## config.mk

```make
export PLATFORM = sky130hd
export DESIGN_NAME = share_collector
export DESIGN_NICKNAME = d
export VERILOG_FILES = /design/src/rtl/share_collector_pkg.sv /design/src/rtl/share_collector_share_xor.sv /design/src/rtl/share_collector.sv
export SDC_FILE = /design/constraint.sdc
export NUM_CORES = 1
export LEC_CHECK = 0
export ABC_AREA = 0
export BUFFER_PORTS_ARGS = -buffer_cell sky130_fd_sc_hd__buf_2
export CAP_MARGIN = 10
export CORE_ASPECT_RATIO = 0.9
export CORE_MARGIN = 2
export CORE_UTILIZATION = 60
export CTS_CLUSTER_DIAMETER = 30
export DETAILED_ROUTE_END_ITERATION = 10
export MAX_ROUTING_LAYER = met4
export PLACE_DENSITY = 0.85
export SLEW_MARGIN = 20
export SYNTH_ARGS = -nofsm -noshare
export SYNTH_HDL_FRONTEND = slang
export SYNTH_SLANG_ARGS = --single-unit
export TNS_END_PERCENT = 5
```

## constraint.sdc

```tcl
create_clock -name clk -period 3.5 [get_ports clk]
set_input_delay 0.175 -clock clk [delete_from_list [all_inputs] [get_ports clk]]
set_output_delay 0.175 -clock clk [all_outputs]
set_load 0.02 [all_outputs]
```

## src/rtl/share_collector_pkg.sv

```systemverilog
// Shared configuration for the share collector: FSM state encoding and default sizing.
package share_collector_pkg;

  localparam int unsigned DEF_N_SHARES   = 4;
  localparam int unsigned DEF_SETTLE_CYC = 8;
  localparam int unsigned DEF_CNT_W      = 16;

  // Settle counter must hold SETTLE_CYC-1 for SETTLE_CYC up to 255.
  localparam int unsigned SETTLE_W = 8;

  typedef enum logic [1:0] {
    ST_IDLE,
    ST_SETTLE,
    ST_SAMPLE,
    ST_REPORT
  } state_t;

endpackage

```

## src/rtl/share_collector_share_xor.sv

```systemverilog
// Parameterised XOR reduction recombining the masked shares into the unmasked bit.
module share_xor #(
  parameter int unsigned N_SHARES = 4
) (
  input  logic [N_SHARES-1:0] shares_i,
  output logic                parity_o
);

  assign parity_o = ^shares_i;

endmodule

```

## src/rtl/share_collector.sv

```systemverilog
// Runs one masked-gadget trial per start pulse: waits for the gadget to settle,
// recombines its shares, reports the result by handshake and keeps trial/error counts.
module share_collector
  import share_collector_pkg::*;
#(
  parameter int unsigned N_SHARES   = DEF_N_SHARES,
  parameter int unsigned SETTLE_CYC = DEF_SETTLE_CYC,
  parameter int unsigned CNT_W      = DEF_CNT_W
) (
  input  logic                clk,
  input  logic                rst,
  input  logic                VGND,
  input  logic                VPWR,
  input  logic [N_SHARES-1:0] shares,
  input  logic                start,
  input  logic                expected,
  output logic                busy,
  output logic                res_valid,
  input  logic                res_ready,
  output logic                res_bit,
  output logic                res_err,
  output logic [CNT_W-1:0]    n_trials,
  output logic [CNT_W-1:0]    n_errors,
  input  logic                clr
);

  localparam logic [SETTLE_W-1:0] SETTLE_LOAD = SETTLE_W'(SETTLE_CYC - 1);

  state_t              state_q, state_d;
  logic [SETTLE_W-1:0] cnt_q, cnt_d;
  logic                exp_q, exp_d;
  logic                bit_q, bit_d;
  logic                err_q, err_d;
  logic [CNT_W-1:0]    trials_q, trials_d;
  logic [CNT_W-1:0]    errors_q, errors_d;
  logic                xor_bit;

  // Power pins only matter in gate-level netlists.
  logic unused_power;
  assign unused_power = VGND ^ VPWR;

  share_xor #(
    .N_SHARES(N_SHARES)
  ) u_share_xor (
    .shares_i(shares),
    .parity_o(xor_bit)
  );

  always_ff @(posedge clk or posedge rst) begin
    if (rst) begin
      state_q <= ST_IDLE;
    end else begin
      state_q <= state_d;
    end
  end

  always_ff @(posedge clk or posedge rst) begin
    if (rst) begin
      cnt_q    <= '0;
      exp_q    <= 1'b0;
      bit_q    <= 1'b0;
      err_q    <= 1'b0;
      trials_q <= '0;
      errors_q <= '0;
    end else begin
      cnt_q    <= cnt_d;
      exp_q    <= exp_d;
      bit_q    <= bit_d;
      err_q    <= err_d;
      trials_q <= trials_d;
      errors_q <= errors_d;
    end
  end

  always_comb begin
    state_d  = state_q;
    cnt_d    = cnt_q;
    exp_d    = exp_q;
    bit_d    = bit_q;
    err_d    = err_q;
    trials_d = trials_q;
    errors_d = errors_q;
    unique case (state_q)
      ST_IDLE: begin
        if (start) begin
          exp_d   = expected;
          cnt_d   = SETTLE_LOAD;
          state_d = ST_SETTLE;
        end
      end
      ST_SETTLE: begin
        if (cnt_q == '0) begin
          state_d = ST_SAMPLE;
        end else begin
          cnt_d = cnt_q - 1'b1;
        end
      end
      ST_SAMPLE: begin
        bit_d   = xor_bit;
        err_d   = xor_bit ^ exp_q;
        state_d = ST_REPORT;
      end
      ST_REPORT: begin
        if (res_ready) begin
          state_d = ST_IDLE;
          if (trials_q != '1) trials_d = trials_q + 1'b1;
          if (err_q && (errors_q != '1)) errors_d = errors_q + 1'b1;
        end
      end
      default: state_d = ST_IDLE;
    endcase
    // Clear overrides any same-cycle handshake increment.
    if (clr) begin
      trials_d = '0;
      errors_d = '0;
    end
  end

  assign busy      = (state_q != ST_IDLE);
  assign res_valid = (state_q == ST_REPORT);
  assign res_bit   = bit_q;
  assign res_err   = err_q;
  assign n_trials  = trials_q;
  assign n_errors  = errors_q;

endmodule

```

Word-level counts from Yosys, hierarchy flattened:

Cells that the tools add are included.

* bits in registers: 45
* bits of input ports: 12
* output and inout port bits: 36
* word-level logic and storage cells: 50

* add/subtract/negate cells: 3
* equal/unequal tests: 9
* muxes and demuxes: 15
* bitwise operators: 1
* reduce and logical (&&, ||, !) cells: 15

Operator list (number)
* 16-bit 2-to-1 mux: 8
* 16-bit by 1-bit adder with 16-bit output, second input constant: 2
* 16-bit inequality test, second input constant: 2
* 8-bit 2-to-1 mux: 2
* 8-bit one-hot mux with 2 select lines: 1
* 3-bit AND reduction: 4
* 2-bit nonzero test: 6
* 8-bit logical NOT: 1
* 2-bit one-hot mux with 4 select lines: 1
* 8-bit by 1-bit subtractor with 8-bit output, second input constant: 1
* 2-bit 2-to-1 mux: 3
* 2-bit inequality test, second input constant: 3
* 2-bit == test, second input constant: 2
* 4-bit XOR reduction: 1
* 2-bit by 1-bit == test with 1-bit output, second input constant: 1
* 2-bit logical NOT: 1
* 2-bit by 1-bit inequality test with 1-bit output, second input constant: 1
* 2-bit AND reduction: 1
* 1-bit logical AND: 1
* 1-bit XOR: 1

Longest topological paths before layout:

Gate-level depths: netlist of run 1.

* depth after elaboration: 6
* mapped depth: 8
* depth with buffers taken out: 6

Hierarchy:

A second synthesis of run 1 with hierarchy kept.

* cell total of the unflattened synthesis: 284
* area, all modules: 2630.0 µm²

Modules (own cells, without submodules)
* share_collector: instances 1, cells an instance 281, area an instance 2603.7 µm², sequential area each 1126.1 µm²
* share_xor: instances 1, cells an instance 3, area an instance 26.3 µm², sequential area each 0.0 µm²

Worst setup path after synthesis of run 1:

No wires, ideal clock.

* path kind: reg2reg
* from: register trials_q[0] (netlist: n_trials[0])
* to: register trials_q[0] (netlist: n_trials[0])
* library setup time: 125 ps
* arrival time: 1846 ps
* data required time: 3375 ps
* setup slack: 1530 ps
* stages on the path, launching flop included: 6
* buffers on the path: 0
* clock period less this slack: 1970 ps
* cell sequence: dfrtp_1 ha_1 nand4_1 nor4_4 a21oi_1 mux2_2

* word-level cells in the longest chain between the ends: 5
* elaborated cells on any way between the ends: 8
* those cells by class: add/sub: 1; eq/ne: 1; mux: 4; reduce/logical: 2

Ends and longest elaborated chain
* from (decl): RTL line share_collector.sv:34 `logic [CNT_W-1:0] trials_q, trials_d;`
* from (signal assigned): RTL line share_collector.sv:70 `trials_q <= trials_d;`
* 16-bit by 1-bit adder with 16-bit output: RTL line share_collector.sv:106 `if (trials_q != '1) trials_d = trials_q + 1'b1;`
* 16-bit 2-to-1 mux: RTL line share_collector.sv:106
* 16-bit 2-to-1 mux: RTL line share_collector.sv:104 `if (res_ready) begin`
* 16-bit 2-to-1 mux: RTL line share_collector.sv:83 `unique case (state_q)`
* 16-bit 2-to-1 mux: RTL line share_collector.sv:113 `if (clr) begin`

Several ways; a longest one is shown, not always the timed one. The select of a mux whose other input is x is not followed.
A chain may end at the register's enable or synchronous reset.

Worst setup path in the final report of run 1:

* from: register state_q[1]
* to: register errors_q[13] (netlist: n_errors[13])

* word-level cells in the longest chain between the ends: 3

Ends and longest elaborated chain
* from (decl): RTL line share_collector.sv:29 `state_t state_q, state_d;`
* from (signal assigned): RTL line share_collector.sv:53 `state_q <= state_d;`
* 2-bit == test: RTL line share_collector.sv:83
* 2-bit nonzero test (no source line)
* 3-bit AND reduction (no source line)
* to (signal assigned): RTL line share_collector.sv:71 `errors_q <= errors_d;`
* to (decl): RTL line share_collector.sv:35 `logic [CNT_W-1:0] errors_q, errors_d;`

Every way passes these cells.

==> results by group, run 1 <==
Clocking
  – Post-CTS setup buffer count: 0
  – Clock sink total: 45
  – TritonCTS clock tree: built
  – Post-cts resize count: 0
  – Clock Tree Buf Depth: 2
  – Clock root buffer: clkbuf_8
  – Cts-stage hold buffer count: 0
  – Clock buffer count from CTS: 5
  – Worst skew pair latency: 0.30 ns
  – Clk slew on worst S/H paths: 0.08 ns
  – H-tree depth: 2

Global routing
  – Gr ovfl total: 0
  – Overall routing resource usage: 25.7%
  – First-pass GRT wire length: 9940 um
  – Initial antenna violation count: 0
  – Number of global-route vias before repair: 2258
  – Largest net degree at the start of global routing: 50

STA
  – FMAX: 460 MHz
  – Final Critical Period: 2.18 ns
  – RSZ-0062 raised after global routing: false
  – Final setup viols: 0
  – Final hold violation count: 0
  – Clock skew: 0.00601 ns
  – Worst slew pin tran: 0.936 ns
  – Slew Viols, Final: 0
  – Hold WS: 0.0767 ns
  – Setup tns final: 0 ns
  – Max_slew headroom: 37.5%
  – Fin crit share: 62.2%

Floorplan
  – I/O pin cnt: 48
  – Core area: 4430 um2
  – Die area: 5150 um2
  – Die span in x: 75.4 um
  – Starting Density: 62.1%
  – Site row count: 23
  – Die H: 68.3 um

Power
  – Combinational share of power: 34.1%
  – P_leak: 0.00146 uW
  – Clock power frac: 22.9%
  – Switching power: 553 uW
  – PwrDens: 497 nW/um2
  – Worst vdd ir: 0.000402 V
  – Sw frac: 35.8%
  – Sequential power share: 43.1%
  – Pint: 994 uW

Placement
  – Hpwl dp: 4150 um
  – RD Place Congestion: 0.886
  – IO buf count: 45

Synthesis
  – Register area share after synthesis: 40.9%
  – Syn Area/Cell: 9.34 um2
  – Top post-synthesis cells by area: dfrtp_1 (41%), mux2_2 (7.4%), a21oi_1 (5.6%)
  – Top-area cell type share of the netlist area: 40.9%
  – Post-synth design cell area: 2750 um2
  – Gate Count Post-Synth: 295
  – Top FF cell, synth: dfrtp_1
  – Syn Nets: 316
  – Cell taking the most area after synthesis: dfrtp_1
  – Netlist cell types: 47
  – Fraction of registers with async set/reset: 100%
  – Yosys Warn Count: 0
  – FF+latch count, synth: 45
  – EDFF count, synth: 0

Critical path
  – Peak fanout along the critical path: 10
  – CP Class: flop to flop
  – Setup crit start kind: flop
  – Data arrival, critical path: 2.40 ns
  – Required @ worst endpoint: 3.72 ns
  – CP Capture Type: flop

Detailed routing
  – TritonRoute pass-1 iters: 4
  – Routed via count: 2431
  – Wirelength per Cell: 14.4 um
  – Post-route ant nets: 0
  – Initial DRC count: 312
  – Drt via density: 6.06
  – # DRC: 0
  – WL final: 5780 um

Outcome
  – Status: finished clean

Cells and area
  – Inserted Diodes: 0
  – # nets final: 359
  – Leading cell types in the layout, fill and taps excluded: dfrtp_1 (45), buf_2 (45), nor2_1 (31), a21oi_1 (31), mux2_2 (18)
  – Area Overhead vs Synth: 13.1%
  – Layout cells sized above 1: 24.2%

Run
  – Max-cap violations: 0

Worst hold path
  – Worst min path class: primary input to async pin
[worst paths after layout]
path	from	cells past startpoint	to	slack, ns
max	state_q[1]$_DFFE_PP0P_	5	n_errors[13]$_DFFE_PP0P_	1.32
min in group clk	expected	2	exp_q$_DFFE_PP0P_	0.11
min reg2reg	cnt_q[0]$_DFFE_PP0P_	1	cnt_q[0]$_DFFE_PP0P_	0.53
max reg2reg	state_q[1]$_DFFE_PP0P_	5	n_errors[13]$_DFFE_PP0P_	1.32
min	rst	2	n_trials[13]$_DFFE_PP0P_	0.08
max in group asynchronous	rst	2	n_trials[11]$_DFFE_PP0P_	2.84
[metrics by stage]
step                worst slack (ns)  utilization, %  power, uW  std cells  instance area (um2)
finish                          1.32            70.3       1550        401                 3110
global route                    1.16            70.3       1650        401                 3110
CTS                             1.31            70.3       1560        401                 3110
detailed placement              1.35            68.0       1200        393                 3010
global placement                1.42            68.0       1180        393                 3010
floorplan                       1.53               -       1080        295                 2750
[per-layer routing]
metal / track usage [%] / share of wire (%) / vias to the layer above
met4: 9.87 / 1.9 / 0
met5: - / 0 / -
met3: 3.83 / 5.3 / 11
met1: 32.7 / 44 / 1172
li1: - / - / 1169
met2: 41.5 / 49 / 79
[layout make-up]
cell class	count	area [um2]
Clock buffer	7	96.3
Clock inverter	1	5.00
Fill cell	372	1320
Inverter	16	60.1
Multi-Input combinational cell	225	1520
Sequential cell	45	1130
Tap cell	62	77.6
Timing Repair Buffer	45	225
[cell families (layout without fill, tap and decap cells)]
kind of cell,Yosys count,in the layout,synth area share (%)
AND/OR/NAND/NOR,127,127,25.9
adder cells (fa/ha/maj),9,9,4.09
AO/OA/AOI/OAI,59,59,14.0
buffers and inverters,25,69,3.77
multiplexers,21,21,8.45
flip-flops,45,45,40.9
XOR/XNOR,9,9,2.86
[critical path, cell delays in order (launching register included)]
cell and delay (ns):
dfrtp_1 0.40, ha_1 0.34, and3_1 0.43, nand4_1 0.29, or4_1 0.48, a21oi_1 0.15
[flip-flops by register name, summed over array words and instances (netlist names)]
name / cells
cnt_q: 8
exp_q: 1
n_errors: 16
n_trials: 16
res_bit: 1
res_err: 1
state_q: 2
[power by group through the flow]
stage / Sequential [uW] / Combinational (uW) / Clock [uW]
after global placement: 672 / 508 / 0
after CTS: 665 / 530 / 361
after global routing: 677 / 595 / 383
after detailed placement: 675 / 527 / 0
final: 666 / 527 / 354
after floorplan: 680 / 396 / 0
[cell usage after synthesis (all sizes together), types with 7 or more instances]
master / instances
dfrtp: 45
a21oi: 31
nor2: 31
mux2: 18
inv: 16
nand2: 14
nor2b: 14
nand3: 12
nand4: 11
ha: 9
nor4: 9
xnor2: 9
clkbuf: 7
nand2b: 7
nor3: 7
(Power assumes the default switching activity.)
==> inputs of run 2 (changes only) <==
--- a/config.mk
+++ b/config.mk
@@ -10,11 +10,11 @@
 export CAP_MARGIN = 10
 export CORE_ASPECT_RATIO = 0.9
 export CORE_MARGIN = 2
-export CORE_UTILIZATION = 60
+export CORE_UTILIZATION = 56
 export CTS_CLUSTER_DIAMETER = 30
 export DETAILED_ROUTE_END_ITERATION = 10
 export MAX_ROUTING_LAYER = met4
-export PLACE_DENSITY = 0.85
+export PLACE_DENSITY = 0.8
 export SLEW_MARGIN = 20
 export SYNTH_ARGS = -nofsm -noshare
 export SYNTH_HDL_FRONTEND = slang
==> constraint.sdc (replaced) <==
create_clock -name clk -period 2.3 [get_ports clk]
set_input_delay 0.115 -clock clk [delete_from_list [all_inputs] [get_ports clk]]
set_output_delay 0.115 -clock clk [all_outputs]
set_load 0.02 [all_outputs]
==> run 2 against run 1 <==
Utilization shrank 3.9 points. Largest cell class unchanged. Largest power group unchanged. Cell count grew 2.5%. Hold slack lost 0.024 ns. Clock-buffer cell count is the same.
==> results by group, run 2 (synthesized netlist as in run 1, its figures left out) <==
Global routing
  – Busiest grt layer: met2
  – Overall routing resource usage: 23.5% (-2.2 points)
  – Met1 Use GR: 33.4% (+0.65 points)
  – Largest net degree at the start of global routing: 50 (unchanged)
  – Met2 Use GR: 35.2% (-6.3 points)
  – Gr ovfl total: 0 (unchanged)
  – Initial antenna violation count: 0 (unchanged)
  – First-pass GRT wire length: 10200 um (+2.6%)
  – Number of global-route vias before repair: 2175 (-3.7%)
  – Met3 GRT Util: 3.88% (+0.047 points)

Run
  – Max-cap violations: 0 (unchanged)

Critical path
  – Data arrival, critical path: 2.22 ns (-0.18 ns)
  – CP Capture Type: flop
  – Peak fanout along the critical path: 4 (-6)
  – Required @ worst endpoint: 2.49 ns (-1.23 ns)
  – CP Class: flop to flop
  – Cells on worst reg2reg path: 6 (+1)
  – Setup crit start kind: flop

STA
  – FMAX: 492 MHz (+7.0%)
  – Final hold violation count: 0 (unchanged)
  – Final Critical Period: 2.03 ns (-0.142 ns)
  – Clock skew: 0.00515 ns (-0.000856 ns)
  – Max_slew headroom: 44.7% (+7.2 points)
  – Fin crit share: 88.4% (+26 points)
  – Worst slew pin tran: 0.830 ns (-0.106 ns)
  – Hold WS: 0.0523 ns (-0.0244 ns)
  – RSZ-0062 raised after global routing: false
  – Slew Viols, Final: 0 (unchanged)
  – Setup tns final: 0 ns (unchanged)
  – Final setup viols: 0 (unchanged)

Placement
  – Hpwl dp: 4170 um (+0.46%)
  – Post-Place Cells: 402 (+2.3%)
  – IO buf count: 45 (unchanged)
  – RD Place Congestion: 0.824 (-7.0%)

Detailed routing
  – Wirelength per Cell: 14.5 um (+0.57%)
  – Drt via density: 5.92 (-2.4%)
  – WL final: 5960 um (+3.1%)
  – # DRC: 0 (unchanged)
  – Post-route ant nets: 0 (unchanged)
  – Initial DRC count: 225 (-28%)
  – TritonRoute pass-1 iters: 4 (unchanged)
  – Routed via count: 2432 (+0.041%)

Clocking
  – Clk slew on worst S/H paths: 0.08 ns (about the same)
  – Worst skew pair latency: 0.30 ns (about the same)
  – Clock sink total: 45 (unchanged)
  – Clock Tree Buf Depth: 2 (unchanged)
  – Clock buffer count from CTS: 5 (unchanged)
  – TritonCTS clock tree: built
  – Clock root buffer: clkbuf_8
  – H-tree depth: 2 (unchanged)

Floorplan
  – Core area: 4800 um2 (+8.4%)
  – Die H: 70.5 um (+3.3%)
  – Site row count: 24 (+4.3%)
  – I/O pin cnt: 48 (unchanged)
  – Starting Density: 57.3% (-4.8 points)
  – Die span in x: 77.9 um (+3.3%)
  – Die area: 5500 um2 (+6.7%)

Worst hold path
  – WHS Path Cells: 2
  – Worst min path class: primary input to flop

Power
  – Sequential power share: 41.2% (-1.9 points)
  – Clock power frac: 25.4% (+2.5 points)
  – Worst vdd ir: 0.000672 V (+67%)
  – Pint: 1600 uW (+61%)
  – Switching power: 866 uW (+56%)
  – P_leak: 0.00150 uW (+2.7%)
  – Sw frac: 35.1% (-0.70 points)
  – PwrDens: 774 nW/um2 (+56%)
  – Combinational share of power: 33.4% (-0.7 points)

Cells and area
  – Fill cell count: 417 (+12%)
  – Leading cell types in the layout, fill and taps excluded: dfrtp_1 (45), buf_2 (45), nor2_1 (31), a21oi_1 (31), mux2_2 (18)
  – Inserted Diodes: 0 (unchanged)
  – Layout cells sized above 1: 25.1% (+0.96 points)
  – Area Overhead vs Synth: 15.8%
  – Final cell count without fillers: 411 (+2.5%)
  – # nets final: 366 (+1.9%)

Outcome
  – Status: finished clean
[run 2: cell count changes in the layout (fill, tap and decap cells not counted), sizes merged]
cell | before | now
clkinv | 1 | 0
buf | 45 | 51
dlygate4sd3 | 0 | 1
bufinv | 0 | 1
[run 2: through the flow]
| step | utilization [%] | worst slack, ns | area (um2) | total power [uW] |
|---|---|---|---|---|
| 2_1_floorplan | - | 0.330 | 2750 | 1640 |
| 3_3_place_gp | 63.7 | 0.341 | 3060 | 1800 |
| 3_5_place_dp | 63.7 | 0.288 | 3060 | 1850 |
| 4_1_cts | 66.4 | 0.282 | 3190 | 2480 |
| 5_1_grt | 66.4 | 0.0491 | 3190 | 2630 |
| 6_report | 66.4 | 0.266 | 3190 | 2470 |
[run 2: final timing paths]
path | startpoint | endpoint | slack [ns]
worst max-delay path | cnt_q[0]$_DFFE_PP0P_ | state_q[1]$_DFFE_PP0P_ | 0.27
worst min-delay path | expected | exp_q$_DFFE_PP0P_ | 0.05
worst max register to register | cnt_q[0]$_DFFE_PP0P_ | state_q[1]$_DFFE_PP0P_ | 0.27
worst min register to register | res_bit$_DFFE_PP0P_ | res_bit$_DFFE_PP0P_ | 0.53
max in group asynchronous | rst | cnt_q[6]$_DFFE_PP0P_ | 1.41
min in group asynchronous | rst | cnt_q[0]$_DFFE_PP0P_ | 0.50
[run 2: repair_timing]
item	in CTS	in global routing
hold buffers	1	0
resized for setup	0	0
endpoints found under the setup margin	0	0
hold endpoints to repair	45	0
buffers inserted	0	0
[run 2: worst max-delay path, cell delays in order (launching register included)]
cell and delay, ns:
dfrtp_1 0.42, inv_1 0.10, ha_1 0.14, or3b_2 0.46, o21ai_0 0.32, nand3_1 0.18
mux2_2 0.30
[run 2: metal layers]
metal	share of wire, %	up-vias
li1	-	1174
met1	47	1161
met2	46	91
met3	5.8	6
met4	1.0	0
met5	0	-
[run 2: layout make-up]
cell class | instances | area, um2 | area share [%]
multi-input cells | 225 | 1520 | 47.8
flip-flops and latches | 45 | 1130 | 35.3
repair buffers | 52 | 280 | 8.79
clock buffers | 7 | 86.3 | 2.71
well taps | 65 | 81.3 | 2.55
inverters | 16 | 60.1 | 1.88
clock inverters | 1 | 30.0 | 0.942
[run 2: power by group through the flow]
stage                     registers [uW]  logic, uW  clock network [uW]
final                               1020        823                 628
after CTS                           1010        823                 641
after global routing                1030        920                 674
after global placement              1020        784                   0
after detailed placement            1020        821                   0
after floorplan                     1040        603                   0
